$ cat src/rtl/uart_rx_buf_pkg.sv
// Shared types and constants for the UART receive buffer.
package uart_rx_buf_pkg;

  localparam int unsigned UART_BITS = 8;

  typedef enum logic [2:0] {
    StIdle,
    StStart,
    StData,
    StStop,
    StWaitHigh
  } uart_rx_state_t;

endpackage

$ cat src/rtl/uart_rx_buf_if.sv
// Consumer-side handshake and status bundle of the UART receive buffer.
interface uart_rx_buf_if;
  import uart_rx_buf_pkg::*;

  logic [UART_BITS-1:0] rx_data;
  logic                 rx_valid;
  logic                 rx_ready;
  logic                 overrun;
  logic                 frame_err;
  logic                 err_clr;

  // Receiver side
  modport master (
    output rx_data, rx_valid, overrun, frame_err,
    input  rx_ready, err_clr
  );

  // Consumer side
  modport slave (
    input  rx_data, rx_valid, overrun, frame_err,
    output rx_ready, err_clr
  );

endinterface

$ cat src/rtl/byte_fifo.sv
// First-word-fall-through byte FIFO, depth 2^LOG_DEPTH. A push while full is
// accepted only when a pop happens in the same cycle.
module byte_fifo
  import uart_rx_buf_pkg::*;
#(
  parameter int unsigned LOG_DEPTH = 4
) (
  input  logic                 clk,
  input  logic                 rst_n,
  input  logic                 push,
  input  logic [UART_BITS-1:0] wdata,
  input  logic                 pop,
  output logic [UART_BITS-1:0] head,
  output logic                 full,
  output logic                 empty
);

  localparam int unsigned Depth = 1 << LOG_DEPTH;

  logic [LOG_DEPTH:0]   wr_q, rd_q;
  logic [UART_BITS-1:0] mem_q [Depth];
  logic                 do_push, do_pop;

  // Status flags and gated handshakes
  always_comb begin
    empty   = (wr_q == rd_q);
    full    = (wr_q[LOG_DEPTH] != rd_q[LOG_DEPTH]) &&
              (wr_q[LOG_DEPTH-1:0] == rd_q[LOG_DEPTH-1:0]);
    do_pop  = pop && !empty;
    do_push = push && (!full || do_pop);
    // Masked so the head reads 0 out of reset and when empty
    head    = empty ? '0 : mem_q[rd_q[LOG_DEPTH-1:0]];
  end

  // Read/write pointers
  always_ff @(posedge clk or negedge rst_n) begin
    if (!rst_n) begin
      wr_q <= '0;
      rd_q <= '0;
    end else begin
      if (do_push) wr_q <= wr_q + 1'b1;
      if (do_pop)  rd_q <= rd_q + 1'b1;
    end
  end

  // Storage array
  always_ff @(posedge clk) begin
    if (do_push) mem_q[wr_q[LOG_DEPTH-1:0]] <= wdata;
  end

endmodule

$ cat src/rtl/uart_rx_buf.sv
// UART 8N1 receiver with FIFO. Optional macro UART_RX_STOP_CHECK_EN: when
// defined, a low stop bit drops the byte, sets frame_err and waits for the
// line to return high; otherwise the stop bit is ignored.
module uart_rx_buf
  import uart_rx_buf_pkg::*;
#(
  parameter int unsigned RECEIVER_PERIOD = 646,
  parameter int unsigned LOG_DEPTH       = 4
) (
  input  logic          clk,
  input  logic          rst_n,
  input  logic          UART_RX,
  uart_rx_buf_if.master rx_if
);

  localparam int unsigned CntW = $clog2(2 * RECEIVER_PERIOD);
  localparam logic [CntW-1:0] HalfLoad = CntW'(RECEIVER_PERIOD - 1);
  localparam logic [CntW-1:0] FullLoad = CntW'(2 * RECEIVER_PERIOD - 1);

  logic [1:0]           sync_q;
  logic                 line;
  uart_rx_state_t       state_q, state_d;
  logic [CntW-1:0]      cnt_q, cnt_d;
  logic [2:0]           bit_idx_q, bit_idx_d;
  logic [UART_BITS-1:0] shift_q, shift_d;
  logic                 push, set_ferr, tick;
  logic                 fifo_full, fifo_empty, fifo_pop, drop;
  logic                 overrun_q;

  assign line = sync_q[1];
  assign tick = (cnt_q == '0);

  // Two-flop synchronizer, idles high
  always_ff @(posedge clk or negedge rst_n) begin
    if (!rst_n) sync_q <= 2'b11;
    else        sync_q <= {sync_q[0], UART_RX};
  end

  // Receiver state, timing counter and shift register
  always_ff @(posedge clk or negedge rst_n) begin
    if (!rst_n) begin
      state_q   <= StIdle;
      cnt_q     <= '0;
      bit_idx_q <= '0;
      shift_q   <= '0;
    end else begin
      state_q   <= state_d;
      cnt_q     <= cnt_d;
      bit_idx_q <= bit_idx_d;
      shift_q   <= shift_d;
    end
  end

  // Next-state logic: samples fire when the counter reaches zero
  always_comb begin
    state_d   = state_q;
    cnt_d     = tick ? cnt_q : cnt_q - 1'b1;
    bit_idx_d = bit_idx_q;
    shift_d   = shift_q;
    push      = 1'b0;
    set_ferr  = 1'b0;
    unique case (state_q)
      StIdle: begin
        if (!line) begin
          state_d = StStart;
          cnt_d   = HalfLoad;
        end
      end
      StStart: begin
        if (tick) begin
          if (line) begin
            state_d = StIdle;
          end else begin
            state_d   = StData;
            cnt_d     = FullLoad;
            bit_idx_d = '0;
          end
        end
      end
      StData: begin
        if (tick) begin
          shift_d = {line, shift_q[UART_BITS-1:1]};
          cnt_d   = FullLoad;
          if (bit_idx_q == 3'(UART_BITS - 1)) state_d = StStop;
          else                                bit_idx_d = bit_idx_q + 1'b1;
        end
      end
      StStop: begin
        if (tick) begin
`ifdef UART_RX_STOP_CHECK_EN
          if (line) begin
            push    = 1'b1;
            state_d = StIdle;
          end else begin
            set_ferr = 1'b1;
            state_d  = StWaitHigh;
          end
`else
          push    = 1'b1;
          state_d = StIdle;
`endif
        end
      end
      StWaitHigh: begin
        // Hold off until a held-low break releases
        if (line) state_d = StIdle;
      end
      default: state_d = StIdle;
    endcase
  end

  assign fifo_pop = rx_if.rx_ready && !fifo_empty;
  assign drop     = push && fifo_full && !fifo_pop;

  byte_fifo #(
    .LOG_DEPTH(LOG_DEPTH)
  ) u_fifo (
    .clk  (clk),
    .rst_n(rst_n),
    .push (push),
    .wdata(shift_d),
    .pop  (rx_if.rx_ready),
    .head (rx_if.rx_data),
    .full (fifo_full),
    .empty(fifo_empty)
  );

  assign rx_if.rx_valid = !fifo_empty;

  // Sticky overrun; a new drop beats a simultaneous clear
  always_ff @(posedge clk or negedge rst_n) begin
    if (!rst_n) overrun_q <= 1'b0;
    else        overrun_q <= (overrun_q && !rx_if.err_clr) || drop;
  end
  assign rx_if.overrun = overrun_q;

`ifdef UART_RX_STOP_CHECK_EN
  logic frame_err_q;

  // Sticky framing error; a new error beats a simultaneous clear
  always_ff @(posedge clk or negedge rst_n) begin
    if (!rst_n) frame_err_q <= 1'b0;
    else        frame_err_q <= (frame_err_q && !rx_if.err_clr) || set_ferr;
  end
  assign rx_if.frame_err = frame_err_q;
`else
  logic unused_ferr;
  assign unused_ferr     = set_ferr;
  assign rx_if.frame_err = 1'b0;
`endif

endmodule

$ cat src/flat_wrapper.sv
// flat-port wrapper written by rule: the top's interface ports become plain ports
module uart_rx_buf_flat import uart_rx_buf_pkg::*;
#(
  parameter int unsigned RECEIVER_PERIOD = 646,
  parameter int unsigned LOG_DEPTH       = 4
)
  (clk, rst_n, UART_RX, rx_if_rx_data, rx_if_rx_valid, rx_if_overrun, rx_if_frame_err, rx_if_rx_ready, rx_if_err_clr);
  uart_rx_buf_if rx_if_i ();
  input  logic clk;
  input  logic rst_n;
  input  logic UART_RX;
  output wire logic [$bits(rx_if_i.rx_data)-1:0] rx_if_rx_data;
  output wire logic [$bits(rx_if_i.rx_valid)-1:0] rx_if_rx_valid;
  output wire logic [$bits(rx_if_i.overrun)-1:0] rx_if_overrun;
  output wire logic [$bits(rx_if_i.frame_err)-1:0] rx_if_frame_err;
  input wire logic [$bits(rx_if_i.rx_ready)-1:0] rx_if_rx_ready;
  input wire logic [$bits(rx_if_i.err_clr)-1:0] rx_if_err_clr;
  assign rx_if_rx_data = rx_if_i.rx_data;
  assign rx_if_rx_valid = rx_if_i.rx_valid;
  assign rx_if_overrun = rx_if_i.overrun;
  assign rx_if_frame_err = rx_if_i.frame_err;
  assign rx_if_i.rx_ready = rx_if_rx_ready;
  assign rx_if_i.err_clr = rx_if_err_clr;
  uart_rx_buf #(.RECEIVER_PERIOD(RECEIVER_PERIOD), .LOG_DEPTH(LOG_DEPTH)) u_core (.clk(clk), .rst_n(rst_n), .UART_RX(UART_RX), .rx_if(rx_if_i));
endmodule
$ cat config.mk
export PLATFORM = sky130hd
export DESIGN_NAME = uart_rx_buf_flat
export DESIGN_NICKNAME = d
export VERILOG_FILES = /design/src/rtl/uart_rx_buf_pkg.sv /design/src/rtl/uart_rx_buf_if.sv /design/src/rtl/byte_fifo.sv /design/src/rtl/uart_rx_buf.sv /design/src/flat_wrapper.sv
export SDC_FILE = /design/constraint.sdc
export NUM_CORES = 1
export LEC_CHECK = 0
export CAP_MARGIN = 5
export CORE_AREA = 2 2 78 155
export DETAILED_ROUTE_END_ITERATION = 8
export DIE_AREA = 0 0 80 157
export PLACE_DENSITY = 0.79
export SLEW_MARGIN = 0
export SYNTH_ARGS = -nofsm -noshare
export SYNTH_HDL_FRONTEND = slang
export SYNTH_SLANG_ARGS = --single-unit
$ cat constraint.sdc
create_clock -name clk -period 5.45 [get_ports clk]
set_input_delay 1.635 -clock clk [delete_from_list [all_inputs] [get_ports clk]]
set_output_delay 1.635 -clock clk [all_outputs]
set_load 0.02 [all_outputs]
==> flow_summary.json, run 1 <==
{
  "synth.distinct_cells": 51,
  "critPathCaptureType": "primary output",
  "vias_per_cell": 6.44,
  "synth-seq-cells": 165,
  "dr.first_iter.drc_count": 317,
  "skew_ns": 0.00881,
  "clock_tree.buffer_depth": 2,
  "cts_inserted_buffers": 17,
  "synthCells": 397,
  "fin_tns_setup_ns": 0,
  "swShare": 0.269,
  "crit_fanout": 20,
  "cellLeakagePower_uw": 0.00299,
  "path_class": "reg -> out",
  "fin_crit_sh": 0.880,
  "fin_nets": 427,
  "ff_latch_area_um2": 4770,
  "area_delta_synth_final_pct": 11.7,
  "synth_enable_flop_cells": 128,
  "cts_setup_buffers": 0,
  "worstMarginPinSlew_ns": 1.21,
  "finalNonFillerCells": 567,
  "coreArea_um2": 11300,
  "grtUsageTotal": 0.250,
  "seqPwrFrac": 0.473,
  "placed_cell_area_um2": 7130,
  "drcViolationCount": 0,
  "hold_class": "reg -> reg",
  "rsz0062_at_grt": "no",
  "cts_tree": "yes",
  "slew_headroom": 0.190,
  "synth_area_um2": 6890,
  "hold_violations": 0,
  "grt_overflow_total": 0,
  "postRouteAntennaNets": 0,
  "final_cell_area_um2": 7700,
  "status": "finished clean",
  "hold_buffers": 0,
  "power.share.clock": 0.380,
  "p_int_uw": 2200,
  "clk_pin_slew_ns": 0.07,
  "dp_hpwl_mm": 9.57,
  "fill_cells": 729,
  "grt_pass1_wl_mm": 22.0,
  "antenna_found_initial": 0,
  "cts-htree-levels": 4,
  "comb_power_share": 0.146,
  "cts.repair.resized": 0,
  "synthFlopType": "edfxtp_1",
  "required_ns": 3.82,
  "root_buffer": "clkbuf_16",
  "p_sw_uw": 812,
  "irDropWorstVdd_v": 0.000274,
  "antennaDiodeCount": 0,
  "start_util": 0.610,
  "fmax_mhz": 209,
  "clock-sinks": 165,
  "power.density_nw_per_um2": 392,
  "drive_above_1_share": 0.212,
  "grt_max_degree": 38,
  "fp-row-count": 55,
  "vias": 3653,
  "io_pins": 16,
  "chipWidth_um": 80,
  "die_h_um": 157,
  "synth_nets": 412,
  "synth_area_per_cell_um2": 17.4,
  "multi_input_area_um2": 1980,
  "clk_latency_ns": 0.42,
  "portBuffers": 14,
  "yosysSeqAreaShare": 0.693,
  "drt-total-wl_mm": 14.2,
  "async_reset_ff_frac": 0.224,
  "crit_arrival_ns": 3.16,
  "fin_crit_ns": 4.79,
  "dieArea_um2": 12600,
  "dp.cells": 535,
  "cap_violations": 0,
  "setup.worst_path.start_class": "register",
  "dr.pass1.iters": 4,
  "grt_pass1_vias": 3857,
  "slew_viol_final": 0,
  "yosysWarnings": 0,
  "routedWlPerCell_um": 25.0,
  "gp_congestion": 0.815,
  "setup_violations": 0
}
[synthesized netlist by cell type, drive strengths merged (3+ instances only)]
cell,instances,area [um2]
a22o,3,26.3
and3,15,93.8
a22oi,17,128
edfxtp,128,3840
nor2b,6,37.5
xor2,11,96.3
a31oi,3,18.8
a21oi,15,78.8
ha,10,125
nand4,4,31.3
dfrtp,35,876
a211oi,7,57.6
xnor2,6,52.6
mux4,32,721
nand3,3,15.0
nand2,12,45.0
clkbuf,10,37.5
or4,3,30.0
nor2,9,33.8
nor3,4,30.0
and2,5,31.3
o21ai,4,20.0
buf,10,52.6
mux2,10,113
inv,12,45.0
[state kept, by name (all words and copies together), names as in the netlist]
signal                count
u_core.u_fifo.mem_q     128
u_core.bit_idx_q          3
u_core.shift_q            8
u_core.state_q            2
u_core.rx_if.overrun      1
u_core.cnt_q             11
u_core.u_fifo.wr_q        5
u_core.u_fifo.rd_q        5
u_core.sync_q             2
[cell usage in the layout, fill, tap and decap left out, types with 3 or more instances in the layout]
cell type,n
a31oi_1,3
inv_6,6
nor2b_1,6
nand2_1,12
dfrtp_1,34
mux4_2,32
nor2_1,9
nand4_1,3
inv_1,11
edfxtp_1,128
clkdlybuf4s50_1,13
xnor2_1,6
and2_1,5
a22o_1,3
and3_1,15
a211oi_1,6
clkbuf_16,17
xor2_1,11
o21ai_0,3
a22oi_1,17
mux2_2,10
ha_1,10
a21oi_1,14
nand3_1,3
[final timing paths]
kind / cells after the start / to / slack, ns / from
min: 0 / u_core.sync_q[1]$_DFF_PN1_ / 0.36 / u_core.sync_q[0]$_DFF_PN1_
max in group asynchronous: 1 / u_core.u_fifo.rd_q[0]$_DFFE_PN0P_ / 3.58 / rst_n
max reg2reg: 5 / u_core.u_fifo.mem_q[4][7]$_DFFE_PP_ / 2.22 / u_core.cnt_q[0]$_DFF_PN0_
min in group asynchronous: 1 / u_core.u_fifo.rd_q[4]$_DFFE_PN0P_ / 1.31 / rst_n
min reg2reg: 0 / u_core.sync_q[1]$_DFF_PN1_ / 0.36 / u_core.sync_q[0]$_DFF_PN1_
max: 5 / rx_if_rx_data[4] / 0.66 / u_core.u_fifo.rd_q[0]$_DFFE_PN0P_
[power groups by stage]
stage	clock, uW	sequential, uW	combinational (uW)
global route	1200	1430	476
finish	1150	1430	441
detailed placement	0	1450	439
CTS	1160	1430	447
floorplan	0	1400	378
global placement	0	1450	425
[critical path, stage by stage, from the launching register on]
cell,delay (ns)
dfrtp_2,0.79
buf_4,0.44
mux4_2,0.56
a22oi_1,0.26
a21oi_1,0.11
clkdlybuf4s50_1,0.56
[per-layer routing]
layer | GRT usage | vias up | wire, um
met5 | 0 | - | 0
met1 | 0.263 | 1906 | 4780
li1 | - | 1606 | -
met3 | 0.0493 | 32 | 540
met2 | 0.463 | 109 | 8380
met4 | 0.120 | 0 | 495
[through the flow]
stage | setup slack [ns] | power (uW) | utilization | hold WS [ns]
3_3_place_gp | 1.09 | 1880 | 0.632 | 0.352
2_1_floorplan | 2.10 | 1780 | - | 0.345
3_5_place_dp | 1.06 | 1890 | 0.632 | 0.348
5_1_grt | 0.451 | 3110 | 0.682 | 0.367
4_1_cts | 0.605 | 3030 | 0.682 | 0.361
6_report | 0.655 | 3010 | 0.682 | 0.361
[kinds of logic after synthesis]
| kind of cell | count (synthesis) | share of synthesized area |
|---|---|---|
| compound gates | 60 | 0.0619 |
| xor+xnor | 17 | 0.0216 |
| fa+ha+maj | 10 | 0.0182 |
| buf+inv | 32 | 0.0196 |
| flops | 165 | 0.693 |
| mux | 43 | 0.122 |
| other cells | 1 | 0.000544 |
| simple gates | 69 | 0.0630 |
[layout make-up]
class                           count  area share
Clock inverter                     15      0.0185
Tap cell                          142      0.0231
Timing Repair Buffer               16      0.0195
Sequential cell                   165       0.620
Inverter                           12     0.00585
Multi-Input combinational cell    200       0.258
Clock buffer                       17      0.0553
Note: power is estimated with default switching activity, not from simulation.
==> inputs of run 2 (changes only) <==
Settings changed: CORE_AREA 2 2 78 155 to 2 2 100 198, DIE_AREA 0 0 80 157 to 0 0 102 200, PLACE_DENSITY 0.79 to 0.53.
==> flow_summary.json, run 2 (synthesis results as in run 1) <==
{
  "cts.repair.resized": 0,
  "fin_crit_sh": 0.844,
  "dp_hpwl_mm": 10.7,
  "start_util": 0.366,
  "vias_per_cell": 5.22,
  "seqPwrFrac": 0.482,
  "gp_congestion": 0.826,
  "p_int_uw": 2160,
  "drt-total-wl_mm": 15.3,
  "clk_latency_ns": 0.42,
  "antenna_found_initial": 0,
  "path_class": "reg -> out",
  "crit_fanout": 22,
  "use_met1": 0.170,
  "r2r_slack_ns": 2.56,
  "slew_headroom": 0.344,
  "min_from": "u_core.sync_q[0]$_DFF_PN1_",
  "fin_tns_setup_ns": 0,
  "min_to": "u_core.sync_q[1]$_DFF_PN1_",
  "largest_reg_flops": 128,
  "cts-htree-levels": 4,
  "reg2reg_from": "u_core.cnt_q[0]$_DFF_PN0_",
  "fp-row-count": 71,
  "grt_pass1_vias": 3799,
  "vias": 3561,
  "skew_ns": 0.0101,
  "postRouteAntennaNets": 0,
  "power_uw": 2970,
  "fin_nets": 429,
  "worstRegToRegCells": 6,
  "area_delta_synth_final_pct": 13.6,
  "grt_overflow_total": 0,
  "dr.pass1.iters": 4,
  "p_sw_uw": 818,
  "swShare": 0.275,
  "drive_above_1_share": 0.215,
  "r2r_end": "u_core.u_fifo.mem_q[3][1]$_DFFE_PP_",
  "setup_violations": 0,
  "grt_util_met2": 0.306,
  "grt_pass1_wl_mm": 23.3,
  "routedWlPerCell_um": 22.4,
  "required_ns": 3.82,
  "met3_usage": 0.0286,
  "cellLeakagePower_uw": 0.00298,
  "comb_power_share": 0.157,
  "dr.first_iter.drc_count": 205,
  "fin_crit_ns": 4.60,
  "final_common_cell": "edfxtp_1",
  "worstHoldPathCells": 0,
  "antennaDiodeCount": 0,
  "rsz0062_at_grt": "no",
  "power.share.clock": 0.361,
  "dieArea_um2": 20400,
  "drcViolationCount": 0,
  "cts_tree": "yes",
  "fmax_mhz": 217,
  "grtUsageTotal": 0.163,
  "crit_start": "u_core.u_fifo.rd_q[1]$_DFFE_PN0P_",
  "die_h_um": 200,
  "power.density_nw_per_um2": 380,
  "hold_buffers": 0,
  "critPathCaptureType": "primary output",
  "hold_violations": 0,
  "cts_setup_buffers": 0,
  "setup.worst_path.start_class": "register",
  "final_cell_mix": "128 x edfxtp_1, 34 x dfrtp_1, 32 x mux4_2",
  "crit_arrival_ns": 2.97,
  "grt_max_degree": 38,
  "grt_busiest_layer": "met2",
  "root_buffer": "clkbuf_16",
  "hold_class": "reg -> reg",
  "fill_cells": 1756,
  "worstMarginPinSlew_ns": 0.982,
  "irDropWorstVdd_v": 0.000203,
  "coreArea_um2": 18800,
  "cts_inserted_buffers": 17,
  "slew_viol_final": 0,
  "cap_violations": 0,
  "status": "finished clean",
  "postLayoutCoreUtil": 0.415,
  "clock_tree.buffer_depth": 2,
  "clk_pin_slew_ns": 0.06,
  "io_pins": 16,
  "chipWidth_um": 102,
  "clock-sinks": 165,
  "portBuffers": 14
}
## run 2: layout make-up
class | instances | area [um2] | share of cell area
tap | 255 | 319 | 0.0408
sequential | 165 | 4770 | 0.610
clock inverter | 15 | 103 | 0.0131
multi-input combinational | 200 | 1980 | 0.253
inverter | 12 | 45.0 | 0.00576
timing repair buffer | 18 | 178 | 0.0227
clock buffer | 17 | 425 | 0.0544
## run 2: routing by layer
layer | part of all wire | wire [um] | vias to the layer above
met1 | 0.35 | 5340 | 1842
li1 | - | - | 1603
met5 | 0 | 0 | -
met4 | 0.033 | 504 | 0
met3 | 0.032 | 482 | 18
met2 | 0.59 | 8930 | 98
## run 2: worst max-delay path by stage
stage                     slack [ns]  cells past startpoint                to
after floorplan                 2.10                      5  rx_if_rx_data[3]
after global placement          1.29                      5  rx_if_rx_data[7]
after detailed placement        1.25                      5  rx_if_rx_data[7]
after CTS                       0.77                      5  rx_if_rx_data[7]
after global routing            0.66                      6  rx_if_rx_data[6]
final                           0.85                      5  rx_if_rx_data[7]
## run 2: power by group through the flow
stage	clock, uW	combinational (uW)	sequential, uW
floorplan	0	378	1400
global placement	0	471	1460
detailed placement	0	474	1460
CTS	1110	475	1440
global route	1150	504	1440
finish	1070	467	1430
## run 2: per-stage QoR
stage | cell area (um2) | hold WS [ns] | std cells | setup slack (ns)
after CTS | 7830 | 0.361 | 682 | 0.767
after global routing | 7830 | 0.365 | 682 | 0.662
after global placement | 7300 | 0.348 | 650 | 1.29
after detailed placement | 7300 | 0.351 | 650 | 1.25
after floorplan | 6890 | 0.345 | 397 | 2.10
final | 7830 | 0.359 | 682 | 0.850
## run 2: critical path, cell delays in order (launching register included)
cell and delay [ns]:
dfrtp_1 0.78, buf_4 0.45, mux4_2 0.38, a22oi_1 0.25, a21oi_1 0.12, clkdlybuf4s50_1 0.56
==> inputs of run 3 (changes only) <==
Clock period 5.45 ns to 4.3 ns, I/O delays scaled along.
==> flow_summary.json, run 3 (synthesis results as in run 1) <==
{
  "chipWidth_um": 102,
  "fin_crit_sh": 0.938,
  "slew_headroom": 0.408,
  "dr.first_iter.drc_count": 168,
  "power_uw": 3860,
  "finalNonFillerCells": 685,
  "fin_tns_setup_ns": 0,
  "skew_ns": 0.00959,
  "clock_tree.buffer_depth": 2,
  "dp.cells": 653,
  "dr.pass1.iters": 4,
  "use_met1": 0.159,
  "fin_crit_ns": 4.03,
  "antenna_found_initial": 0,
  "final_common_cell": "edfxtp_1",
  "grt_pass1_vias": 3920,
  "hold_buffers": 0,
  "cap_violations": 0,
  "hold_violations": 0,
  "die_h_um": 200,
  "routedWlPerCell_um": 21.9,
  "cellLeakagePower_uw": 0.00300,
  "fmax_mhz": 248,
  "grt_overflow_total": 0,
  "clock-sinks": 165,
  "power.density_nw_per_um2": 490,
  "largest_reg_flops": 128,
  "grt_pass1_wl_mm": 23.0,
  "clk_latency_ns": 0.42,
  "irDropWorstVdd_v": 0.000276,
  "final_cell_mix": "128 x edfxtp_1, 34 x dfrtp_1, 32 x mux4_2",
  "status": "finished clean",
  "setup_violations": 0,
  "critPathSlowestCell": "clkdlybuf4s50_1",
  "fill_cells": 1750,
  "dp_hpwl_mm": 10.6,
  "fin_nets": 432,
  "clk_pin_slew_ns": 0.07,
  "drt-total-wl_mm": 15.0,
  "coreArea_um2": 18800,
  "cts_inserted_buffers": 17,
  "cp_top_family": "buffers and inverters",
  "met3_usage": 0.0324,
  "pre_cts_slack_ns": 0.670,
  "slew_viol_final": 0,
  "hold_class": "reg -> reg",
  "cts_setup_buffers": 0,
  "critPathCaptureType": "primary output",
  "io_pins": 16,
  "drcViolationCount": 0,
  "antennaDiodeCount": 0,
  "setup.worst_path.start_class": "register",
  "path_class": "reg -> out",
  "rsz0062_at_grt": "no",
  "grt_util_met2": 0.309,
  "crit_buf_inv": 2,
  "cts.repair.resized": 0,
  "vias": 3577,
  "start_util": 0.366,
  "drive_above_1_share": 0.223,
  "cts-htree-levels": 4,
  "cp_slowest_stage_delay_ns": 0.57,
  "crit_fanout": 25,
  "gp_congestion": 0.833,
  "hold_ws_ns": 0.360,
  "root_buffer": "clkbuf_16",
  "worstMarginPinSlew_ns": 0.889,
  "grt_busiest_layer": "met2",
  "cts_tree": "yes",
  "grtUsageTotal": 0.161,
  "required_ns": 3.01,
  "portBuffers": 14,
  "cp_cell_sequence": "buf_4 > xor2_1 > nor4_4 > and2_1 > a21oi_1 > clkdlybuf4s50_1",
  "crit_arrival_ns": 2.74,
  "vias_per_cell": 5.22,
  "grt_max_degree": 38,
  "area_delta_synth_final_pct": 14.3,
  "dieArea_um2": 20400,
  "postRouteAntennaNets": 0,
  "setup_slack_ns": 0.269,
  "fp-row-count": 71
}
[run 3: cell types whose count changed in the layout (fill, tap and decap cells not counted)]
cell | previous run | this run
clkinv_1 | 2 | 0
clkbuf_1 | 0 | 1
clkinvlp_2 | 1 | 0
inv_8 | 0 | 2
clkinv_2 | 3 | 1
bufinv_16 | 0 | 1
buf_4 | 3 | 7
buf_12 | 1 | 0
clkinvlp_4 | 3 | 4
[run 3: per-stage QoR]
step / util / cell area [um2]
3_5_place_dp: 0.388 / 7310
2_1_floorplan: - / 6890
3_3_place_gp: 0.388 / 7310
6_report: 0.418 / 7880
5_1_grt: 0.418 / 7880
4_1_cts: 0.418 / 7880
[run 3: path summary, 6_finish.rpt]
check,from,end,depth (start not counted),slack (ns)
max reg2reg,u_core.cnt_q[0]$_DFF_PN0_,u_core.u_fifo.mem_q[1][0]$_DFFE_PP_,6,1.38
min reg2reg,u_core.sync_q[0]$_DFF_PN1_,u_core.sync_q[1]$_DFF_PN1_,0,0.36
min,u_core.sync_q[0]$_DFF_PN1_,u_core.sync_q[1]$_DFF_PN1_,0,0.36
min in group asynchronous,rst_n,u_core.cnt_q[6]$_DFF_PN0_,1,0.99
max in group asynchronous,rst_n,u_core.u_fifo.rd_q[0]$_DFFE_PN0P_,1,2.71
max,u_core.u_fifo.rd_q[0]$_DFFE_PN0P_,rx_if_rx_data[6],6,0.27
[run 3: final cells by class]
class | instances | area [um2] | area share
clock inverter | 14 | 140 | 0.0178
sequential | 165 | 4770 | 0.606
timing repair buffer | 21 | 188 | 0.0238
inverter | 12 | 45.0 | 0.00572
clock buffer | 18 | 429 | 0.0545
multi-input combinational | 200 | 1980 | 0.252
tap | 255 | 319 | 0.0405
[run 3: layer usage]
metal / vias to the layer above / share of wire / wire length (um)
li1: 1607 / - / -
met1: 1879 / 0.34 / 5120
met2: 66 / 0.60 / 9040
met3: 25 / 0.026 / 396
met4: 0 / 0.031 / 463
met5: - / 0 / 0
[run 3: where the power goes]
| part | total, uW | switching [uW] | internal (uW) |
|---|---|---|---|
| Combinational | 625 | 358 | 267 |
| Sequential | 1760 | 32.5 | 1730 |
| Clock | 1480 | 662 | 814 |
| Total | 3860 | 1050 | 2810 |
